<file path="src/rtl/div_ctrl_pkg.sv">
// Shared definitions for the divide sequencer: FSM state codes, handshake
// levels and the architectural register width.
package div_ctrl_pkg;

   // Architectural register width (RegBus); result is {HI, LO}, twice as wide.
   localparam int unsigned RegWidth = 32;

   // Sequencer states
   typedef enum logic [1:0] {
      DivFree   = 2'b00,
      DivByZero = 2'b01,
      DivOn     = 2'b10,
      DivEnd    = 2'b11
   } div_state_e;

   // Handshake levels
   localparam logic DivStart          = 1'b1;
   localparam logic DivStop           = 1'b0;
   localparam logic DivResultReady    = 1'b1;
   localparam logic DivResultNotReady = 1'b0;
   localparam logic StallReq          = 1'b1;
   localparam logic NoStall           = 1'b0;

endpackage

</file>
<file path="src/rtl/div_step.sv">
// One radix-2 restoring division iteration, purely combinational.
// {rem, quo} is shifted left by one; the divisor is trial-subtracted from the
// widened partial remainder and the quotient bit shifted in records success.
module div_step
   import div_ctrl_pkg::*;
#(
   parameter int unsigned WIDTH = RegWidth
) (
   input  logic [WIDTH-1:0] rem_i,
   input  logic [WIDTH-1:0] quo_i,
   input  logic [WIDTH-1:0] divisor_i,
   output logic [WIDTH-1:0] rem_o,
   output logic [WIDTH-1:0] quo_o
);

   logic [WIDTH:0]   shifted;
   logic [WIDTH-1:0] diff;
   logic             ge;

   // Trial subtraction; rem < divisor on entry, so a successful difference fits WIDTH bits
   always_comb begin
      shifted = {rem_i, quo_i[WIDTH-1]};
      ge      = (shifted >= {1'b0, divisor_i});
      diff    = shifted[WIDTH-1:0] - divisor_i;
      rem_o   = ge ? diff : shifted[WIDTH-1:0];
      quo_o   = {quo_i[WIDTH-2:0], ge};
   end

endmodule

</file>
<file path="src/rtl/div_ctrl.sv">
// Multi-cycle divide sequencer next to EX. Accepts a DIV/DIVU request, runs
// WIDTH restoring iterations through div_step while stalling the pipeline, applies
// the sign fixup and presents {remainder, quotient} until EX drops start_i.
// Optional feature macro: DIV_ZERO_FLAG_EN adds the div_zero_o output.
module div_ctrl
   import div_ctrl_pkg::*;
#(
   parameter int unsigned WIDTH = RegWidth
) (
   input  logic               clk,
   input  logic               rst,
   input  logic               start_i,
   input  logic               annul_i,
   input  logic               signed_i,
   input  logic [WIDTH-1:0]   opdata1_i,
   input  logic [WIDTH-1:0]   opdata2_i,
   output logic [2*WIDTH-1:0] result_o,
   output logic               ready_o,
`ifdef DIV_ZERO_FLAG_EN
   output logic               div_zero_o,
`endif
   output logic               stall_req_o
);

   localparam int unsigned   CntW    = $clog2(WIDTH) + 1;
   localparam logic [CntW-1:0] LastCnt = CntW'(WIDTH - 1);
   localparam logic [WIDTH-1:0] One    = {{(WIDTH-1){1'b0}}, 1'b1};

   div_state_e         state_q, state_d;
   logic [CntW-1:0]    cnt_q, cnt_d;
   logic [WIDTH-1:0]   rem_q, rem_d;
   logic [WIDTH-1:0]   quo_q, quo_d;
   logic [WIDTH-1:0]   dvs_q, dvs_d;
   logic               neg_quo_q, neg_quo_d;
   logic               neg_rem_q, neg_rem_d;
   logic [2*WIDTH-1:0] result_q, result_d;
   logic               ready_q, ready_d;
   logic               dz_q, dz_d;

   logic [WIDTH-1:0]   step_rem, step_quo;
   logic [WIDTH-1:0]   fix_rem, fix_quo;
   logic               op1_neg, op2_neg;

   div_step #(
      .WIDTH (WIDTH)
   ) u_div_step (
      .rem_i     (rem_q),
      .quo_i     (quo_q),
      .divisor_i (dvs_q),
      .rem_o     (step_rem),
      .quo_o     (step_quo)
   );

   // Operand signs and sign fixup of the final iteration's output
   always_comb begin
      op1_neg = signed_i & opdata1_i[WIDTH-1];
      op2_neg = signed_i & opdata2_i[WIDTH-1];
      fix_quo = neg_quo_q ? (~step_quo + One) : step_quo;
      fix_rem = neg_rem_q ? (~step_rem + One) : step_rem;
   end

   // Next-state logic: accept, iterate, fix up, hold, and abort on annul
   always_comb begin
      state_d   = state_q;
      cnt_d     = cnt_q;
      rem_d     = rem_q;
      quo_d     = quo_q;
      dvs_d     = dvs_q;
      neg_quo_d = neg_quo_q;
      neg_rem_d = neg_rem_q;
      result_d  = result_q;
      ready_d   = ready_q;
      dz_d      = dz_q;

      unique case (state_q)
         DivFree: begin
            if (start_i == DivStart && !annul_i) begin
               // Work on magnitudes; 0x80..0 negates to itself, which is its magnitude
               rem_d     = '0;
               quo_d     = op1_neg ? (~opdata1_i + One) : opdata1_i;
               dvs_d     = op2_neg ? (~opdata2_i + One) : opdata2_i;
               neg_quo_d = op1_neg ^ op2_neg;
               neg_rem_d = op1_neg;
               cnt_d     = '0;
               state_d   = (opdata2_i == '0) ? DivByZero : DivOn;
            end
         end
         DivByZero: begin
            if (annul_i) begin
               state_d  = DivFree;
               result_d = '0;
               ready_d  = DivResultNotReady;
               dz_d     = 1'b0;
            end else begin
               state_d  = DivEnd;
               result_d = '0;
               ready_d  = DivResultReady;
               dz_d     = 1'b1;
            end
         end
         DivOn: begin
            if (annul_i) begin
               state_d  = DivFree;
               result_d = '0;
               ready_d  = DivResultNotReady;
               dz_d     = 1'b0;
            end else begin
               rem_d = step_rem;
               quo_d = step_quo;
               cnt_d = cnt_q + 1'b1;
               // Result registered on the same edge as the last step so ready rises in END
               if (cnt_q == LastCnt) begin
                  state_d  = DivEnd;
                  result_d = {fix_rem, fix_quo};
                  ready_d  = DivResultReady;
               end
            end
         end
         DivEnd: begin
            if (annul_i || start_i == DivStop) begin
               state_d  = DivFree;
               result_d = '0;
               ready_d  = DivResultNotReady;
               dz_d     = 1'b0;
               cnt_d    = '0;
            end
         end
         default: begin
            state_d = DivFree;
         end
      endcase
   end

   // State and datapath registers; synchronous reset wins over everything
   always_ff @(posedge clk) begin
      if (rst) begin
         state_q   <= DivFree;
         cnt_q     <= '0;
         rem_q     <= '0;
         quo_q     <= '0;
         dvs_q     <= '0;
         neg_quo_q <= 1'b0;
         neg_rem_q <= 1'b0;
         result_q  <= '0;
         ready_q   <= DivResultNotReady;
         dz_q      <= 1'b0;
      end else begin
         state_q   <= state_d;
         cnt_q     <= cnt_d;
         rem_q     <= rem_d;
         quo_q     <= quo_d;
         dvs_q     <= dvs_d;
         neg_quo_q <= neg_quo_d;
         neg_rem_q <= neg_rem_d;
         result_q  <= result_d;
         ready_q   <= ready_d;
         dz_q      <= dz_d;
      end
   end

   // Outputs; stall is combinational so it drops in the cycle ready rises
   always_comb begin
      result_o    = result_q;
      ready_o     = ready_q;
      stall_req_o = (start_i == DivStart && !annul_i && ready_q == DivResultNotReady) ?
                    StallReq : NoStall;
   end

`ifdef DIV_ZERO_FLAG_EN
   assign div_zero_o = dz_q;
`else
   // Flag is only observable when the port exists
   logic unused_dz;
   assign unused_dz = dz_q;
`endif

endmodule

</file>
<file path="config.mk">
export PLATFORM = sky130hd
export DESIGN_NAME = div_ctrl
export DESIGN_NICKNAME = d
export VERILOG_FILES = /design/src/rtl/div_ctrl_pkg.sv /design/src/rtl/div_step.sv /design/src/rtl/div_ctrl.sv
export SDC_FILE = /design/constraint.sdc
export NUM_CORES = 1
export LEC_CHECK = 0
export ABC_AREA = 1
export BUFFER_PORTS_ARGS = -buffer_cell sky130_fd_sc_hd__buf_4
export CAP_MARGIN = 20
export CELL_PAD_IN_SITES_DETAIL_PLACEMENT = 1
export CELL_PAD_IN_SITES_GLOBAL_PLACEMENT = 1
export CORE_UTILIZATION = 35
export DETAILED_ROUTE_END_ITERATION = 6
export GPL_ROUTABILITY_DRIVEN = 1
export GPL_TIMING_DRIVEN = 1
export PLACE_DENSITY = 0.75
export SETUP_SLACK_MARGIN = 0.4
export SLEW_MARGIN = 20
export SYNTH_ARGS = -nofsm -noshare
export SYNTH_HDL_FRONTEND = slang
export SYNTH_HIERARCHICAL = 1
export SYNTH_SLANG_ARGS = --single-unit
</file>
<file path="constraint.sdc">
create_clock -name clk -period 4.2 [get_ports clk]
set_input_delay 0.63 -clock clk [delete_from_list [all_inputs] [get_ports clk]]
set_output_delay 0.63 -clock clk [all_outputs]
set_load 0.01 [all_outputs]
</file>
### Word-level counts from Yosys, hierarchy flattened

Cells that the tools add are included.

| operators by class | value |
|---|---|
| add/sub/neg operators | 6 |
| order comparisons | 1 |
| equality and inequality tests | 8 |
| muxes and demuxes | 32 |
| bitwise gates (word level) | 9 |
| reduce and logical (&&, ||, !) cells | 14 |

Operators by type and width:

| kind | number |
|---|---|
| $mux W32 | 9 |
| $mux W64 | 3 |
| $pmux W64 S3 | 1 |
| $add A32 B1 Y32 const B | 4 |
| $not A32 Y32 | 4 |
| $pmux W32 S2 | 2 |
| $ge A33 B32 Y1 | 1 |
| $logic_not A32 Y1 | 1 |
| $sub A32 B32 Y32 | 1 |
| $mux W6 | 3 |
| $pmux W6 S3 | 1 |
| $mux W2 | 6 |
| $reduce_and A3 Y1 | 3 |
| $pmux W2 S4 | 1 |
| $add A6 B1 Y6 const B | 1 |
| $eq A6 B5 Y1 const B | 1 |
| $ne A2 B2 Y1 const B | 3 |
| $reduce_bool A3 Y1 | 2 |
| $mux W1 | 5 |
| $eq A2 B2 Y1 const B | 2 |
| $reduce_and A4 Y1 | 1 |
| $ne A3 B3 Y1 const B | 1 |
| $pmux W1 S3 | 1 |
| $and A1 B1 Y1 | 2 |
| other kinds (9) | 11 |

| storage, ports and cells | value |
|---|---|
| register bits after elaboration | 171 |
| input port bits | 69 |
| output and inout bits | 66 |
| word-level logic and storage cells | 79 |

### Logic depth before layout (Yosys ltp)

| depth | value |
|---|---|
| word-level depth | 8 |
| gate-level depth with buffers | 26 |
| mapped depth without buffers | 24 |

### By module

Netlist, hierarchy kept.

Modules (own cells, without submodules):

| module | instances | cells each | area an instance (um^2) | sequential area each (um^2) |
|---|---|---|---|---|
| div_ctrl | 1 | 1573 | 9945.8 | 3423.3 |
| div_step | 1 | 679 | 3400.8 | 0.0 |

### Worst setup path before layout

No wires, ideal clock.

| timing path | value |
|---|---|
| kind | register to register |
| from | register dvs_q[28] |
| to | register result_q[50], in the netlist result_o[50] |
| setup time | 0.132 ns |
| data arrival time | 2.740 ns |
| required time | 4.068 ns |
| path slack | 1.327 ns |
| stages on the path, launching flop included | 21 |
| buffers on the path | 0 |
| clock period less this slack | 2.873 ns |
| path through | dfxtp_1 inv_1 ha_1 nand2_1 inv_1 nand2_1 nand2_1 a21oi_1 nand2_1 nor2_4 nand2_8 o21ai_0 inv_1 ha_1 nand3_1 nor2_1 nand3_1 nand2_1 xor2_1 nand2_1 a21oi_1 |

| on the way | value |
|---|---|
| word-level cells in the longest chain between the ends | 8 |

Ends and longest elaborated chain:

| element | RTL line | text |
|---|---|---|
| start, declared | div_ctrl.sv:33 | `logic [WIDTH-1:0] dvs_q, dvs_d;` |
| start signal, assigned | div_ctrl.sv:152 | `dvs_q <= dvs_d;` |
| $ge A33 B32 Y1 | div_step.sv:23 | `ge = (shifted >= {1'b0, divisor_i});` |
| $mux W32 | div_step.sv:25 | `rem_o = ge ? diff : shifted[WIDTH-1:0];` |
| via step_rem[0] | div_ctrl.sv:40 | `logic [WIDTH-1:0] step_rem, step_quo;` |
| $not A32 Y32 | div_ctrl.sv:59 | `fix_rem = neg_rem_q ? (~step_rem + One) : step_rem;` |
| $add A32 B1 Y32 | div_ctrl.sv:59 |  |
| $mux W32 | div_ctrl.sv:59 |  |
| $mux W64 | div_ctrl.sv:112 | `if (cnt_q == LastCnt) begin` |
| $mux W64 | div_ctrl.sv:102 | `if (annul_i) begin` |
| $pmux W64 S3 | div_ctrl.sv:75 | `unique case (state_q)` |
| end signal, assigned | div_ctrl.sv:155 | `result_q <= result_d;` |
| end, declared | div_ctrl.sv:36 | `logic [2*WIDTH-1:0] result_q, result_d;` |

The timed path passes the listed nets, and every way through them passes these cells. The select of a mux whose other input is x is not followed.
A chain may end at the register's enable or synchronous reset.

### Worst setup path after layout

| timing path | value |
|---|---|
| from | register dvs_q[24] |
| to | register result_q[49], in the netlist result_o[49] |

The elaborated chain is that of the path after synthesis.

==> out/metrics.csv <==
metric,value,unit
die span in y,197,microns
root buf cell,clkbuf_16,
Max Freq,280,MHz
Post-Layout Inst Area,15300,sq um
die span in x,197,microns
core area,37600,sq um
Die Footprint,38900,sq um
"top cells by area, synth","dfxtp_1 (26%), nand2_1 (20%), nand3_1 (8.5%)",
Post-Layout Cell Count,2840,
status,"finished, final reports clean",
initial antenna violation count,0,
post-synthesis cell count,2252,
R2R Path Start,dvs_q[24],
"EDFF count, synth",0,
Crit Path Max Fanout,30,
global-route wire length before repair,80.3,mm
largest net degree at the start of global routing,91,
Final ANT Viol Nets,0,
CTS tree,built,
setup TNS,0,ns
vias,14622,
total grt overflow,0,
clk_lat worst skew,0.47,ns
"commonest non-fill, non-tap cell in the layout",nand2_1,
std cell rows,71,
Antenna Cells,0,
Worst slew margin,0.292,
Synth-to-Final Area Change,14.4,%
vias in the first global route,14461,
H-tree depth,4,
vias per inst,5.15,
setup violators final,0,
Pre-Repair DR Iteration Count,5,
drt first-iter violations,845,
endpoints failing hold,0,
placed insts,2801,
peak supply drop,0.393,mV
leak pwr,0.00731,uW
Synth area leader,dfxtp_1,
Initial Util,0.355,
Tot Pwr,10500,uW
library cells used by synthesis,45,
sequential-to-total area share from yosys stat,0.256,
CP arrival,3.88,ns
Worst Hold Class,primary input to flop,
PwrDens,685,nW/um^2
Post-DP HPWL,40.8,mm
final setup margin,0.622,ns
most frequent cells in the layout,"nand2_1 (691), inv_1 (288), nand3_1 (226)",
post-synthesis register bit count,171,
final net count,2427,
Area after DPL,14500,sq um
Max clock buf depth,2,
slew at the pin with the worst max-slew slack,1.06,ns
Post-route DRC,0,
min cycle time layout,3.58,ns
Routed WL,51.4,mm
Clock Pin Slew Worst Setup and Hold Paths,0.08,ns
layout cells sized above 1,0.112,
CTS Buf Count,17,
FF+latch area,3420,sq um
fill count,5117,
Synth async-reset ratio,0,
Clock Skews,0.0189,ns
Final Cycle Share,0.852,
Routed WL per cell,18.1,microns
worst path required time,4.50,ns
worst setup path category,flop to flop,
gr usage total,0.266,
CP startpoint,dvs_q[24],
max-cap violation count,0,
hold path startpoint,opdata2_i[23],
crit end category,flop,
PortBufs,134,
RSZ-0062 raised after global routing,false,
Synth Cell Area,13300,sq um
GPL Wtd Cong,0.914,
"Avg Cell Area, Syn",5.93,sq um
crit start category,flop,
Synth top area share,0.256,
syn_nets,2363,
pre-CTS setup slack,0.537,ns
most common flop cell mapped by yosys,dfxtp_1,
yosys warns,6,
io pins,135,
fin. max-slew vios,0,
TritonCTS Sinks,171,
Multi-input gate area,8260,sq um
## cells in the mapped netlist, types with 3 or more instances
| cell | n |
|---|---|
| nand2_1 | 695 |
| inv_1 | 288 |
| nand3_1 | 226 |
| a21oi_1 | 208 |
| nor2_1 | 193 |
| dfxtp_1 | 171 |
| o21ai_0 | 87 |
| xor2_1 | 53 |
| ha_1 | 41 |
| clkbuf_1 | 40 |
| nand4_1 | 34 |
| buf_4 | 33 |
| buf_2 | 26 |
| nor3_1 | 17 |
| nand3b_1 | 14 |
| xnor2_1 | 14 |
| nand3_2 | 12 |
| buf_1 | 10 |
| o211ai_1 | 9 |
| and2_1 | 8 |
| a21oi_2 | 7 |
| o21a_1 | 7 |
| a31oi_1 | 6 |
| inv_2 | 6 |
| nor2_2 | 6 |
| nand2_2 | 5 |
| nor3_2 | 4 |
| or2_2 | 4 |
| buf_6 | 3 |
| o21ai_1 | 3 |
## final timing paths
check / endpoint / slack [ns] / depth (start not counted)
worst max-delay path: result_o[49] / 0.62 / 21
worst min-delay path: dvs_q[23] / 0.46 / 3
worst max register to register: result_o[49] / 0.62 / 21
worst min register to register: neg_rem_q / 0.47 / 2
## metal layers
| metal | track usage | routed length, microns | vias to the layer above |
|---|---|---|---|
| met5 | 0 | 0 | - |
| met4 | 0.0850 | 1270 | 0 |
| li1 | - | - | 7283 |
| met1 | 0.352 | 23900 | 7006 |
| met2 | 0.444 | 24300 | 270 |
| met3 | 0.0362 | 1880 | 63 |
## worst max-delay path: stages, from the launching register on
cell     delay (ns)
dfxtp_1        0.37
inv_1          0.11
ha_1           0.39
nand2_1        0.14
nor2_2         0.24
nand2_1        0.10
nor3_2         0.11
nand2_1        0.07
nand2_1        0.10
nor2_4         0.09
buf_6          0.20
nand3_1        0.11
nand2_1        0.13
nor2_2         0.16
nand2_1        0.13
nor2_1         0.17
nand3_1        0.16
nand2_2        0.13
inv_1          0.06
or2_2          0.26
nand3_1        0.09
a21oi_1        0.10
## cells by family (layout without fill, tap and decap cells)
| logic type | count (synthesis) | count (layout) | share of synthesized area |
|---|---|---|---|
| adder cells (fa/ha/maj) | 42 | 42 | 0.0399 |
| AO/OA/AOI/OAI | 339 | 339 | 0.136 |
| flip-flops | 171 | 171 | 0.256 |
| XOR/XNOR | 67 | 67 | 0.0440 |
| buffers and inverters | 410 | 486 | 0.131 |
| AND/OR/NAND/NOR | 1223 | 1224 | 0.393 |
## where the power goes
part	switching, uW	leakage (uW)	total [uW]	internal, uW
logic	4700	0.00562	6630	1920
registers	272	0.00139	2140	1870
clock network	840	0.000304	1700	865
total	5810	0.00731	10500	4660
## sequential cells by signal (all words and copies together), names as in the netlist
signal,count
dvs_q,32
cnt_q,6
result_o,64
neg_quo_q,1
rem_q,32
state_q,2
neg_rem_q,1
ready_o,1
quo_q,32
## area by class of cell
| cell class | instances | area share |
|---|---|---|
| Multi-Input combinational cell | 1672 | 0.541 |
| Sequential cell | 171 | 0.224 |
| Inverter | 296 | 0.0728 |
| Clock buffer | 17 | 0.0279 |
| Tap cell | 511 | 0.0419 |
| Clock inverter | 15 | 0.0131 |
| Timing Repair Buffer | 158 | 0.0795 |
## stage by stage
stage	hold slack, ns	utilization
final	0.463	0.406
after floorplan	0.445	-
after global placement	0.454	0.386
after detailed placement	0.455	0.386
after CTS	0.453	0.403
after global routing	0.482	0.406
## timing repair
action,CTS,global route
buffers inserted,0,5
endpoints found under the setup margin,0,24
resized for setup,0,20
hold buffers,0,0
(Power assumes the default switching activity.)
